## src/rtl/button_event_pkg.sv

```systemverilog
// Shared types and constants for the push-button event path.
// Consumed by button_event_detector and the board top.
package button_event_pkg;

    localparam int unsigned PRESS_COUNT_W = 8;

    typedef enum logic [1:0] {
        StIdle    = 2'd0,
        StPressed = 2'd1,
        StLong    = 2'd2
    } btn_state_t;

    function automatic logic state_is_held(input btn_state_t s);
        return (s == StPressed) || (s == StLong);
    endfunction

endpackage

```

## src/rtl/btn_synchronizer.sv

```systemverilog
// Reset-to-released flop chain for asynchronous, active-low button levels.
// Shared by every button input on the board top.
module btn_synchronizer #(
    parameter int unsigned SYNC_STAGES = 2
) (
    input  logic clk,
    input  logic rst,
    input  logic d_i,
    output logic q_o
);

    logic [SYNC_STAGES-1:0] sync_q;

    if (SYNC_STAGES < 2) begin : g_bad_stages
        $error("btn_synchronizer: SYNC_STAGES must be at least 2");
    end

    // Reset to all ones so a held button looks released until sampled afresh.
    always_ff @(posedge clk or posedge rst) begin
        if (rst) begin
            sync_q <= '1;
        end else begin
            sync_q <= {sync_q[SYNC_STAGES-2:0], d_i};
        end
    end

    assign q_o = sync_q[SYNC_STAGES-1];

endmodule

```

## src/rtl/button_event_detector.sv

```systemverilog
// Turns the debounced active-low button level into press / short / long event pulses
// plus a wrapping press count. Long-press classification is built only with BUTTON_LONG_PRESS_EN.
module button_event_detector
    import button_event_pkg::*;
#(
    parameter int unsigned LONG_PRESS_CYCLES = 16,
    parameter int unsigned SYNC_STAGES       = 2
) (
    input  logic                     clk,
    input  logic                     rst,
    input  logic                     btn_in,
    output logic                     press_pulse,
    output logic                     short_pulse,
    output logic                     long_pulse,
    output logic                     held,
    output logic [PRESS_COUNT_W-1:0] press_count
);

    if (LONG_PRESS_CYCLES < 2) begin : g_bad_long
        $error("button_event_detector: LONG_PRESS_CYCLES must be at least 2");
    end

    logic btn_s;

    btn_synchronizer #(
        .SYNC_STAGES (SYNC_STAGES)
    ) u_sync (
        .clk (clk),
        .rst (rst),
        .d_i (btn_in),
        .q_o (btn_s)
    );

    btn_state_t               state_q, state_d;
    logic                     press_q, press_d;
    logic                     short_q, short_d;
    logic                     held_q, held_d;
    logic [PRESS_COUNT_W-1:0] count_q, count_d;

`ifdef BUTTON_LONG_PRESS_EN
    localparam int unsigned    HoldW    = $clog2(LONG_PRESS_CYCLES);
    localparam logic [HoldW-1:0] HoldLast = HoldW'(LONG_PRESS_CYCLES - 1);

    logic             long_q, long_d;
    logic [HoldW-1:0] hold_cnt_q, hold_cnt_d;
    logic             hold_done;

    assign hold_done = (hold_cnt_q == HoldLast);
`endif

    // State register
    always_ff @(posedge clk or posedge rst) begin
        if (rst) begin
            state_q <= StIdle;
        end else begin
            state_q <= state_d;
        end
    end

    // Next-state logic; a release always takes priority over the threshold.
    always_comb begin
        state_d = state_q;
        unique case (state_q)
            StIdle: begin
                if (!btn_s) begin
                    state_d = StPressed;
                end
            end
            StPressed: begin
                if (btn_s) begin
                    state_d = StIdle;
`ifdef BUTTON_LONG_PRESS_EN
                end else if (hold_done) begin
                    state_d = StLong;
`endif
                end
            end
            StLong: begin
                if (btn_s) begin
                    state_d = StIdle;
                end
            end
            default: state_d = StIdle;
        endcase
    end

    // Output / datapath next values, registered below
    always_comb begin
        press_d = (state_q == StIdle) && (state_d == StPressed);
        short_d = (state_q == StPressed) && (state_d == StIdle);
        held_d  = state_is_held(state_d);
        count_d = press_d ? count_q + 1'b1 : count_q;
`ifdef BUTTON_LONG_PRESS_EN
        long_d     = (state_q == StPressed) && (state_d == StLong);
        hold_cnt_d = hold_cnt_q;
        if (press_d) begin
            hold_cnt_d = '0;
        end else if ((state_q == StPressed) && !btn_s && !hold_done) begin
            hold_cnt_d = hold_cnt_q + 1'b1;
        end
`endif
    end

    always_ff @(posedge clk or posedge rst) begin
        if (rst) begin
            press_q <= 1'b0;
            short_q <= 1'b0;
            held_q  <= 1'b0;
            count_q <= '0;
        end else begin
            press_q <= press_d;
            short_q <= short_d;
            held_q  <= held_d;
            count_q <= count_d;
        end
    end

`ifdef BUTTON_LONG_PRESS_EN
    always_ff @(posedge clk or posedge rst) begin
        if (rst) begin
            long_q     <= 1'b0;
            hold_cnt_q <= '0;
        end else begin
            long_q     <= long_d;
            hold_cnt_q <= hold_cnt_d;
        end
    end

    assign long_pulse = long_q;
`else
    assign long_pulse = 1'b0;
`endif

    assign press_pulse = press_q;
    assign short_pulse = short_q;
    assign held        = held_q;
    assign press_count = count_q;

endmodule

```

## config.mk

```make
export PLATFORM = sky130hd
export DESIGN_NAME = button_event_detector
export DESIGN_NICKNAME = d
export VERILOG_FILES = /design/src/rtl/button_event_pkg.sv /design/src/rtl/btn_synchronizer.sv /design/src/rtl/button_event_detector.sv
export SDC_FILE = /design/constraint.sdc
export NUM_CORES = 1
export LEC_CHECK = 0
export CAP_MARGIN = 15
export CORE_MARGIN = 4
export CORE_UTILIZATION = 47
export DETAILED_ROUTE_END_ITERATION = 10
export GPL_ROUTABILITY_DRIVEN = 1
export PLACE_DENSITY = 0.74
export REMOVE_ABC_BUFFERS = 1
export SYNTH_ARGS = -nofsm -noshare
export SYNTH_HDL_FRONTEND = slang
export SYNTH_SLANG_ARGS = --single-unit
```

## constraint.sdc

```tcl
create_clock -name clk -period 2.2 [get_ports clk]
set_input_delay 0.22 -clock clk [delete_from_list [all_inputs] [get_ports clk]]
set_output_delay 0.22 -clock clk [all_outputs]
set_load 0.02 [all_outputs]
```

# == Word-level counts from Yosys, hierarchy flattened ==
# Cells that the tools add are included.
# op_classes
n_eq_ne,4
add_sub_neg,1
reduce_logical,6
n_mux,3
# ops
op,count
$add A8 B1 Y8 const B,1
$eq A2 B1 Y1 const B,2
$eq A2 B2 Y1 const B,2
$logic_not A2 Y1,2
$mux W2,2
$pmux W2 S2,1
$logic_and A1 B1 Y1,2
$reduce_or A2 Y1,1
$logic_or A1 B1 Y1,1
# totals
input_bits,3
reg_bits,15
word_cells,20
output_inout_bits,12

# == Logic depth before layout (Yosys ltp) ==
# Gate-level depths: netlist of run 1.
# depth
depth_word,5
mapped_depth,9
mapped_depth_nobuf,9

# == Hierarchy ==
# From an unflattened synthesis of run 1, not the netlist that was laid out.
# hier_totals
hier_cells,56
hier_area_um2,673.1
# by_module_without_submodules
mod,cells_each,seq_area_each_um2,instances,area_per_inst_um2
button_event_detector,53,325.3,1,616.8
btn_synchronizer,3,52.6,1,56.3

# == Worst setup path after synthesis of run 1 ==
# No wires, ideal clock.
# synth_path
path_type,flip-flop to flip-flop
startpoint,reg state_q[0]
endpoint,"reg count_q[1], in the netlist press_count[1]"
slack_ps,234
synth_period_minus_slack_ps,1966
path_stages_with_launch,9
n_path_buf,0
arrival_time_ps,1841
setup_ps,125
t_required_ps,2075
cell_sequence,dfrtp_1 inv_1 ha_1 nor2b_1 a21oi_1 or3_1 ha_1 nand2_1 mux2_2
# synth_via
elab_chain_cells,5
word_cells_on_any_way,9
classes_between,eq/ne: 3; mux: 3; reduce/logical: 3
# synth_rtl
item,line_no,source
start: declaration,button_event_detector.sv:34,"btn_state_t state_q, state_d;"
start signal: assignment,button_event_detector.sv:54,state_q <= StIdle;
start signal: assignment,button_event_detector.sv:56,state_q <= state_d;
$eq A2 B1 Y1 or $eq A2 B2 Y1 (tied branches),button_event_detector.sv:63,unique case (state_q)
$reduce_or A2 Y1 (no line),n/a,
$pmux W2 S2,button_event_detector.sv:63,
$eq A2 B1 Y1,button_event_detector.sv:89,press_d = (state_q == StIdle) && (state_d == StPressed);
$logic_and A1 B1 Y1 (*),button_event_detector.sv:89,
end signal: assignment,button_event_detector.sv:114,count_q <= count_d;
end: declaration,button_event_detector.sv:38,"logic [PRESS_COUNT_W-1:0] count_q, count_d;"
# Mark *: on every way between the ends. The rest lies on a longest branch, timed or not.
# A chain may end at the register's enable or synchronous reset.

# == Worst setup path after layout of run 1 ==
# layout_path
startpoint,reg state_q[1]
endpoint,"reg count_q[7], in the netlist press_count[7]"
# layout_via
elab_chain_cells,5
word_cells_on_any_way,9
classes_between,eq/ne: 3; mux: 3; reduce/logical: 3
# layout_rtl
item,line_no
$eq A2 B1 Y1 or $eq A2 B2 Y1 (tied branches),button_event_detector.sv:63
$reduce_or A2 Y1 (no line),n/a
$pmux W2 S2 (*),button_event_detector.sv:63
via state_d[0],button_event_detector.sv:34
$eq A2 B1 Y1 (*),button_event_detector.sv:89
$logic_and A1 B1 Y1 (*),button_event_detector.sv:89
# Mark *: on every way through the listed nets, which the timed path passes. The rest lies on a longest branch.

==> results of run 1 <==
==> what timing repair did <==
action	4_1_cts	5_1_grt
setup endpoints to repair	0	6
setup buffers	0	2
resized for setup	0	6
==> power groups by stage <==
| stage | clock [W] | combinational (W) | sequential (W) |
|---|---|---|---|
| floorplan | 0 | 0.000223 | 0.000541 |
| global placement | 0 | 0.000514 | 0.000454 |
| detailed placement | 0 | 0.000528 | 0.000455 |
| CTS | 0.000165 | 0.000529 | 0.000451 |
| global route | 0.000174 | 0.000634 | 0.000462 |
| finish | 0.000159 | 0.000574 | 0.000444 |
==> cell type report <==
cell class,count,share of cell area [%]
clock buffers,3,2.568
well taps,15,2.140
repair buffers,15,16.55
inverters,4,1.712
clock inverters,1,0.5706
flip-flops and latches,15,43.08
multi-input cells,35,33.38
==> cells by family after synthesis <==
| family | share of synthesized area [%] |
|---|---|
| multiplexers | 1.660 |
| buffers and inverters | 3.321 |
| AO/OA/AOI/OAI | 3.321 |
| XOR/XNOR | 9.041 |
| AND/OR/NAND/NOR | 15.32 |
| other | 0.5530 |
| flip-flops | 55.72 |
| adder cells (fa/ha/maj) | 11.07 |
==> synth_stat cells (all sizes together) <==
cell type / instances / area share [%]
or3: 1 / 0.92
ha: 6 / 11
dfrtp: 13 / 48
buf: 1 / 1.1
nor2b: 1 / 0.92
and3: 1 / 0.92
nand4: 1 / 1.8
inv: 4 / 2.2
xor2: 2 / 2.6
and2: 1 / 0.92
mux2: 1 / 1.7
a21o: 1 / 1.1
and4: 1 / 1.7
xnor2: 5 / 6.5
nand3: 1 / 1.5
nor2: 1 / 0.55
dfstp: 2 / 7.7
nand2: 5 / 2.8
a21oi: 2 / 1.5
conb: 1 / 0.55
o21ai: 1 / 0.74
or2b: 1 / 1.1
nor3: 2 / 2.2
==> placed cells by master, fill, tap and decap left out, types with 2 or more instances in the layout <==
master and instances:
dfrtp_1 13, clkdlybuf4s50_1 13, xnor2_1 5, inv_1 4
nand2_1 4, ha_1 4, clkbuf_4 3, xor2_1 2
a21oi_1 2, ha_2 2, buf_4 2, dfstp_2 2
==> worst paths after layout <==
path / depth (start not counted) / endpoint / slack (ns) / startpoint
max: 8 / press_count[7]$_DFFE_PP0P_ / 0.1 / state_q[1]$_DFF_PP0_
min: 2 / held$_DFF_PP0_ / 0.27 / rst
max reg2reg: 8 / press_count[7]$_DFFE_PP0P_ / 0.1 / state_q[1]$_DFF_PP0_
min reg2reg: 0 / u_sync.sync_q[1]$_DFF_PP1_ / 0.37 / u_sync.sync_q[0]$_DFF_PP1_
max in group asynchronous: 2 / u_sync.sync_q[0]$_DFF_PP1_ / 1.57 / rst
min in group clk: 1 / u_sync.sync_q[0]$_DFF_PP1_ / 0.33 / btn_in
==> stage by stage <==
step	area, µm²	utilization [%]	instances	TNS [ns]
3_5_place_dp	819.5	61.44	82	0
3_3_place_gp	819.5	61.44	82	0
5_1_grt	877.1	65.76	88	-0.06807
2_1_floorplan	670.6	-	54	0
4_1_cts	847.1	63.51	86	0
6_report	877.1	65.76	88	0
==> metal layers <==
layer | up-vias | track usage, % | routed length (µm)
li1 | 215 | - | -
met5 | - | 0 | 0
met4 | 0 | 6.818 | 19
met2 | 14 | 18.68 | 517
met1 | 212 | 14.85 | 487
met3 | 2 | 3.953 | 78
==> flip-flops by register name, summed over array words and instances (netlist names) <==
name           flops
press_count        8
press_pulse        1
state_q            2
short_pulse        1
u_sync.sync_q      2
held               1
==> metrics, run 1 <==
status=finished clean; number of setup violations in the final report=0; max-cap viol count=0; buffer and inverter count on the worst path=1; GPL Wtd Cong=0.7836; clock network power share=13.5%; Die W=45.99 µm; cts hold-fix bufs=0; Crit path top cell by count=ha_2; CP Class=flip-flop to flip-flop; Setup WS pre-CTS=0.07829 ns; PortBufs=13; CTS clk-pin slew, worst paths=0.09 ns; die footprint=0.002115 mm²; DRT Wirelength=1102 µm; part of the power in combinational logic=48.8%; CP max stage delay=0.39 ns; clock tree sinks=15; overflow left after global routing=0; fill cell count=111; Critical Path End Type=flip-flop; Max Slew Vio Count=0; worst hold path type=input port to async pin; Yosys reg bits=15; area of the multi-input gates=292.8 µm²; switching pwr=0.0004440 W; CTS root buf=clkbuf_4; htree depth=1; initial antenna violation count=0; Clock Skew=0.003760 ns; first-pass GRT wire length=1766 µm; post-synthesis sequential area ratio=55.72%; Final ANT Viol Nets=0; initial core utilization=50.84%; Sw Share=37.73%; Slew headroom=64.14%; ordered cell list for the critical path=inv_1 > ha_2 > or2b_1 > a21oi_1 > ha_2 > and4_4 > nand4_2 > xnor2_1; Final period util=95.63%; row count=13; register area=377.9 µm²; ANT cells=0; Sequential Power Share=37.7%; P_leak=0.4095 nW; mean area per synthesized cell=12.33 µm²; synth warn=0; Area Growth Syn to Fin=29.34%; f_max=0.4753 GHz; cell count after synthesis=55; critical path required time=2.38 ns; Starting DRT DRC Count=6; total CTS buffers=3; CP Data Arrival Time=2.29 ns; DR vias=443; Cell variety after synth=24; Final Net Count=83; hold_ws=0.2675 ns; Max IR drop VDD=0.0007382 V; IO Count=15; CTS tree=yes; Post-Syn Area=678.2 µm²; drt wl/cell=12.52 µm; Slowest-stage cell, CP=dfrtp_1; Worst Slack Setup Final=0.09620 ns; largest net degree at the start of global routing=16; hpwl dp=810.7 µm; CP top delay family=simple AND/OR/NAND/NOR gates; Core Area=0.001334 mm²; internal power=0.0007326 W; vias per cell=5.034; Final min period=2.104 ns; # DRC=0; GRT Resource Usage Total=12.18%; Clock Tree Buf Depth=2; Pwr Density=1342 mW/mm²; Least-Margin Pin Slew=0.5373 ns; critical path launch point type=flip-flop; DRT Pass-1 Iters=3; Clk Latency, worst-skew pair=0.29 ns; share of layout cells above drive strength 1=24.66%; vias in the first global route=419; CP max FO=6; Die H=45.99 µm; Total Power=0.001177 W; hold violation total from the final report=0
No activity file was read; power rests on OpenSTA's default activity.
==> inputs of run 2 (changes only) <==
Settings changed: SLEW_MARGIN set to 40.
==> results of run 2 <==
The final DEF is identical to that of run 1; final timing and power are the same.
==> inputs of run 3 (changes only) <==
Settings changed: RECOVER_POWER set to 100.
==> run 3 against run 2 <==
Effect of this change: utilization stayed put; wire length hardly changed; sequential share of layout area stayed put; flip-flop and latch count stayed put; power hardly changed; die area stayed put; maximum frequency stayed put; first-iteration DRC count stayed put; register-to-register slack hardly changed; highest routed layer unchanged.
==> metrics, run 3 (same netlist as run 1, synthesis figures left out) <==
htree depth=1 (unchanged); die footprint=0.002115 mm² (unchanged); Final period util=95.63% (unchanged); DRT Pass-1 Iters=3 (unchanged); max reg flops=8 (unchanged); max-cap viol count=0 (unchanged); # DRC=0 (unchanged); drt wl/cell=12.51 µm (about the same); commonest non-fill, non-tap cell in the layout=dfrtp_1; commonest non-fill, non-tap cells in the layout=13 x dfrtp_1, 11 x clkdlybuf4s50_1, 5 x xnor2_1; ordered cell list for the critical path=inv_1 > ha_2 > or2b_1 > a21oi_1 > ha_2 > and4_4 > nand4_2 > xnor2_1; CP Class=flip-flop to flip-flop; Critical Path End Type=flip-flop; Core Area=0.001334 mm² (unchanged); GPL Wtd Cong=0.7836 (unchanged); CP Data Arrival Time=2.29 ns (about the same); DRT Wirelength=1101 µm (about the same); hpwl dp=810.7 µm (unchanged); Max IR drop VDD=0.0007381 V (about the same); GRT Resource Usage Total=12.18% (unchanged); final core occ=65.76% (unchanged); Slowest-stage cell, CP=dfrtp_1; hold violation total from the final report=0 (unchanged); critical path launch point type=flip-flop; CP top delay family=simple AND/OR/NAND/NOR gates; worst hold path type=flip-flop to flip-flop; vias in the first global route=419 (unchanged); vias per cell=5.034 (unchanged); buffer and inverter count on the worst path=1 (unchanged); Die W=45.99 µm (unchanged); Least-Margin Pin Slew=0.5368 ns (-0.0004438 ns); clock tree sinks=15 (unchanged); CTS root buf=clkbuf_4; Clock Skew=0.003760 ns (unchanged); fill cell count=111 (unchanged); Slew headroom=64.17% (about the same); Final ANT Viol Nets=0 (unchanged); initial antenna violation count=0 (unchanged); Starting DRT DRC Count=6 (unchanged); PortBufs=13 (unchanged); area of the multi-input gates=292.8 µm² (unchanged); largest net degree at the start of global routing=16 (unchanged); Crit path top cell by count=ha_2; Pwr Density=1341 mW/mm² (about the same); Placed Cells incl. Taps=82 (unchanged); Post-Layout Cell Count=88 (unchanged); first-pass GRT wire length=1766 µm (unchanged); register area=377.9 µm² (unchanged); Final min period=2.104 ns (unchanged); ANT cells=0 (unchanged); status=finished clean; Final Net Count=83 (unchanged); Die H=45.99 µm (unchanged); number of setup violations in the final report=0 (unchanged); Area Growth Syn to Fin=29.34% (unchanged); Max Slew Vio Count=0 (unchanged); Clk Latency, worst-skew pair=0.29 ns (about the same); CTS tree=yes; DR vias=443 (unchanged); P_leak=0.4100 nW (+0.13%); f_max=0.4753 GHz (unchanged); CTS clk-pin slew, worst paths=0.09 ns (about the same); row count=13 (unchanged); share of layout cells above drive strength 1=24.66% (unchanged); critical path required time=2.38 ns (about the same); CP max FO=6 (unchanged); overflow left after global routing=0 (unchanged); Clock Tree Buf Depth=2 (unchanged); CP max stage delay=0.39 ns (about the same); total CTS buffers=3 (unchanged); IO Count=15 (unchanged); cts hold-fix bufs=0 (unchanged); initial core utilization=50.84% (unchanged)
-- run 3: changes by cell type in the layout (fill, tap and decap cells not counted), sizes merged --
cell / delta
dlygate4sd3: +2
clkdlybuf4s50: -2
-- run 3: layout make-up --
type / count / share of cell area, %
multi-input cells: 35 / 33.38
repair buffers: 15 / 16.55
clock buffers: 3 / 2.568
clock inverters: 1 / 0.5706
flip-flops and latches: 15 / 43.08
inverters: 4 / 1.712
well taps: 15 / 2.140
-- run 3: worst register-to-register path, stage by stage, from the launching register on --
cell and delay [ns]:
dfrtp_1 0.39, inv_1 0.12, ha_2 0.27, or2b_1 0.27, a21oi_1 0.21, ha_2 0.26
and4_4 0.24, nand4_2 0.11, xnor2_1 0.14
-- run 3: worst paths after layout --
kind / slack, ns / startpoint / depth (start not counted) / to
max reg2reg: 0.1 / state_q[1]$_DFF_PP0_ / 8 / press_count[7]$_DFFE_PP0P_
max: 0.1 / state_q[1]$_DFF_PP0_ / 8 / press_count[7]$_DFFE_PP0P_
min: 0.37 / u_sync.sync_q[0]$_DFF_PP1_ / 0 / u_sync.sync_q[1]$_DFF_PP1_
min in group asynchronous: 0.40 / rst / 2 / held$_DFF_PP0_
max in group asynchronous: 1.43 / rst / 2 / u_sync.sync_q[0]$_DFF_PP1_
min reg2reg: 0.37 / u_sync.sync_q[0]$_DFF_PP1_ / 0 / u_sync.sync_q[1]$_DFF_PP1_
-- run 3: where the power goes --
group	leakage [nW]	internal [W]	switching [W]
logic	0.206	0.000296	0.000278
registers	0.186	0.000369	0.0000753
clock network	0.0177	0.0000676	0.0000911
-- run 3: timing repair --
action | 4_1_cts | 5_1_grt
endpoints found under the setup margin | 0 | 6
setup buffers | 0 | 2
gates resized for setup | 0 | 6
-- run 3: stage by stage --
step	TNS (ns)	setup WS, ns	power (W)	hold WS, ns	instance area (µm²)
floorplan	0	0.2338	0.0007639	0.1200	670.6
global placement	0	0.1536	0.0009682	0.3505	819.5
detailed placement	0	0.07829	0.0009827	0.3481	819.5
CTS	0	0.04339	0.001145	0.2837	847.1
global route	-0.06807	-0.05471	0.001268	0.3669	877.1
finish	0	0.09620	0.001176	0.3650	877.1
-- run 3: per-layer routing --
| metal | global-route usage, % | share of wire [%] | wire length (µm) |
|---|---|---|---|
| met2 | 18.68 | 47 | 516 |
| met3 | 3.953 | 7.0 | 77 |
| met1 | 14.85 | 44 | 487 |
| met5 | 0 | 0 | 0 |
| met4 | 6.818 | 1.7 | 19 |
==> variant, RTL diff (flow settings as in run 2) <==
Change the package constant `PRESS_COUNT_W` from 8 to 12.
--- a/src/rtl/button_event_pkg.sv
+++ b/src/rtl/button_event_pkg.sv
@@ -2,7 +2,7 @@
 // Consumed by button_event_detector and the board top.
 package button_event_pkg;
 
-    localparam int unsigned PRESS_COUNT_W = 8;
+    localparam int unsigned PRESS_COUNT_W = 12;
 
     typedef enum logic [1:0] {
         StIdle    = 2'd0,
Ports: changed (resized press_count); port bits go from 15 to 19. The function was not compared with the original's and may differ.
==> variant against run 2 <==
  * Area after synthesis is 28% higher
  * Maximum frequency is 0.59% higher
  * Synthesized cell count increased by 29%
  * Wire length increased by 27%
  * First-iteration DRC count stayed put
  * Die area up 23%
  * Final area up 28%
  * Worst hold slack improved by 0.057 ns
  * Worst setup slack better by 0.012 ns
  * Non-clock buffer count increased by 4
  * Sequential cell count grew 4
  * Power is 11% higher
==> variant: results (changes against run 2) <==
critical_path:
  startpoint: "state_q[0]"
  r2r_cells: 9  # +1
  worstPathMaxFanout: 5  # -1
  cpPeakStageDelay_ns: 0.42  # +0.03 ns
  r2r-end: "press_count[6]"
power:
  power_density_nw_per_um2: 1160  # -14%
  vdd_drop_max_v: 0.000659  # -11%
  seqPwrFrac_pct: 41.6  # +3.9 points
  p_switching_uw: 496  # +12%
  p_comb_uw: 589  # +3%
  power_leakage_uw: 0.000534  # +31%
timing:
  whs_ns: 0.324  # +0.0569 ns
  fin_worst_skew_ns: 0.00539  # +0.00163 ns
  worst_pin_slew_ns: 0.688  # +0.151 ns
grt:
  grt_pass1_wl_mm: 2.57  # +46%
  use_met2_pct: 20.8  # +2.1 points
  grt.total_usage_pct: 13.2  # +0.99 points
  grt_max_degree: 20  # +4
  grt_pass1_vias: 556  # +33%
  grtUsageMet1_pct: 17.4  # +2.5 points
  grt_util_met3_pct: 3.79  # -0.16 points
placed_design:
  place_inst: 112  # +37%
  gp_congestion: 0.747  # -4.6%
  dp_slack_ns: 0.0625  # -0.0158 ns
  port_buffers: 17  # +4
  detailed_place_hpwl_um: 995  # +23%
final_layout:
  nets: 103  # +24%
  largest_reg_flops: 12  # +4
  layout-drive-gt1-share_pct: 19.4  # -5.3 points
  final_util_pct: 64.4  # -1.3 points
synthesis:
  avgSynthCellArea_um2: 12.2  # -1.1%
  synthTopCellsByArea: "dfrtp_1 (49%), ha_1 (8.7%), dfstp_2 (6.1%), xnor2_1 (6.1%), xor2_1 (5.1%)"
  yosysUniqueCellTypes: 26  # +8.3%
  synth_common_cells: "dfrtp_1 (17), ha_1 (6), xnor2_1 (6)"
  yosysSeqAreaShare_pct: 55.2  # -0.52 points
route:
  drt_pass1_iterations: 5  # +2
  dr_wl_met2_um: 679  # +31%
  route.vias.total: 572  # +29%
  wl_met1_um: 612  # +26%
  wl_met3_um: 90  # +15%
  vias_per_cell: 4.85  # -3.7%
status:
  status: "complete, no violations"
clock_tree:
  ctsHtreeMaxLevel: 1  # unchanged
## variant: cell types whose count changed after synthesis, moves of 2 or more
| cell | run 2 | this run |
|---|---|---|
| dfrtp_1 | 13 | 17 |
| nand3_1 | 0 | 3 |
| xor2_1 | 2 | 5 |
| and4_1 | 0 | 2 |
| nand4_1 | 0 | 2 |
| nor4_2 | 0 | 2 |
## variant: worst max-delay path by stage
stage / to / slack (ns) / depth (start not counted)
3_5_place_dp: press_count[11] / 0.06 / 9
3_3_place_gp: press_count[11] / 0.10 / 9
2_1_floorplan: press_count[9] / 0.27 / 9
5_1_grt: press_count[6] / -0.01 / 9
6_report: press_count[6] / 0.11 / 9
4_1_cts: press_count[11] / 0.03 / 9
## variant: logic make-up (layout without fill, tap and decap cells)
group / Yosys count / in the layout / share of synthesized area (%)
other cells: 1 / 1 / 0.433
fa+ha+maj: 6 / 6 / 8.67
buf+inv: 6 / 28 / 3.03
xor+xnor: 11 / 11 / 11.1
mux: 2 / 2 / 2.60
simple gates: 24 / 24 / 17.8
flops: 19 / 19 / 55.2
compound gates: 2 / 2 / 1.15
## variant: final cells by class
class | instances | area, um2
Fill cell | 138 | 621
Sequential cell | 19 | 478
Multi-Input combinational cell | 46 | 385
Timing Repair Buffer | 19 | 185
Tap cell | 25 | 31.3
Clock buffer | 4 | 26.3
Inverter | 5 | 18.8
## variant: metrics by stage
| step | cell area (um2) | setup TNS, ns |
|---|---|---|
| 2_1_floorplan | 858 | 0 |
| 3_3_place_gp | 1060 | 0 |
| 3_5_place_dp | 1060 | 0 |
| 4_1_cts | 1090 | 0 |
| 5_1_grt | 1120 | -0.0121 |
| 6_report | 1120 | 0 |
## variant: repair_timing
action | 4_1_cts | 5_1_grt
endpoints found under the setup margin | 0 | 8
gates resized for setup | 0 | 8
hold buffers | 0 | 0
buffers inserted | 0 | 2
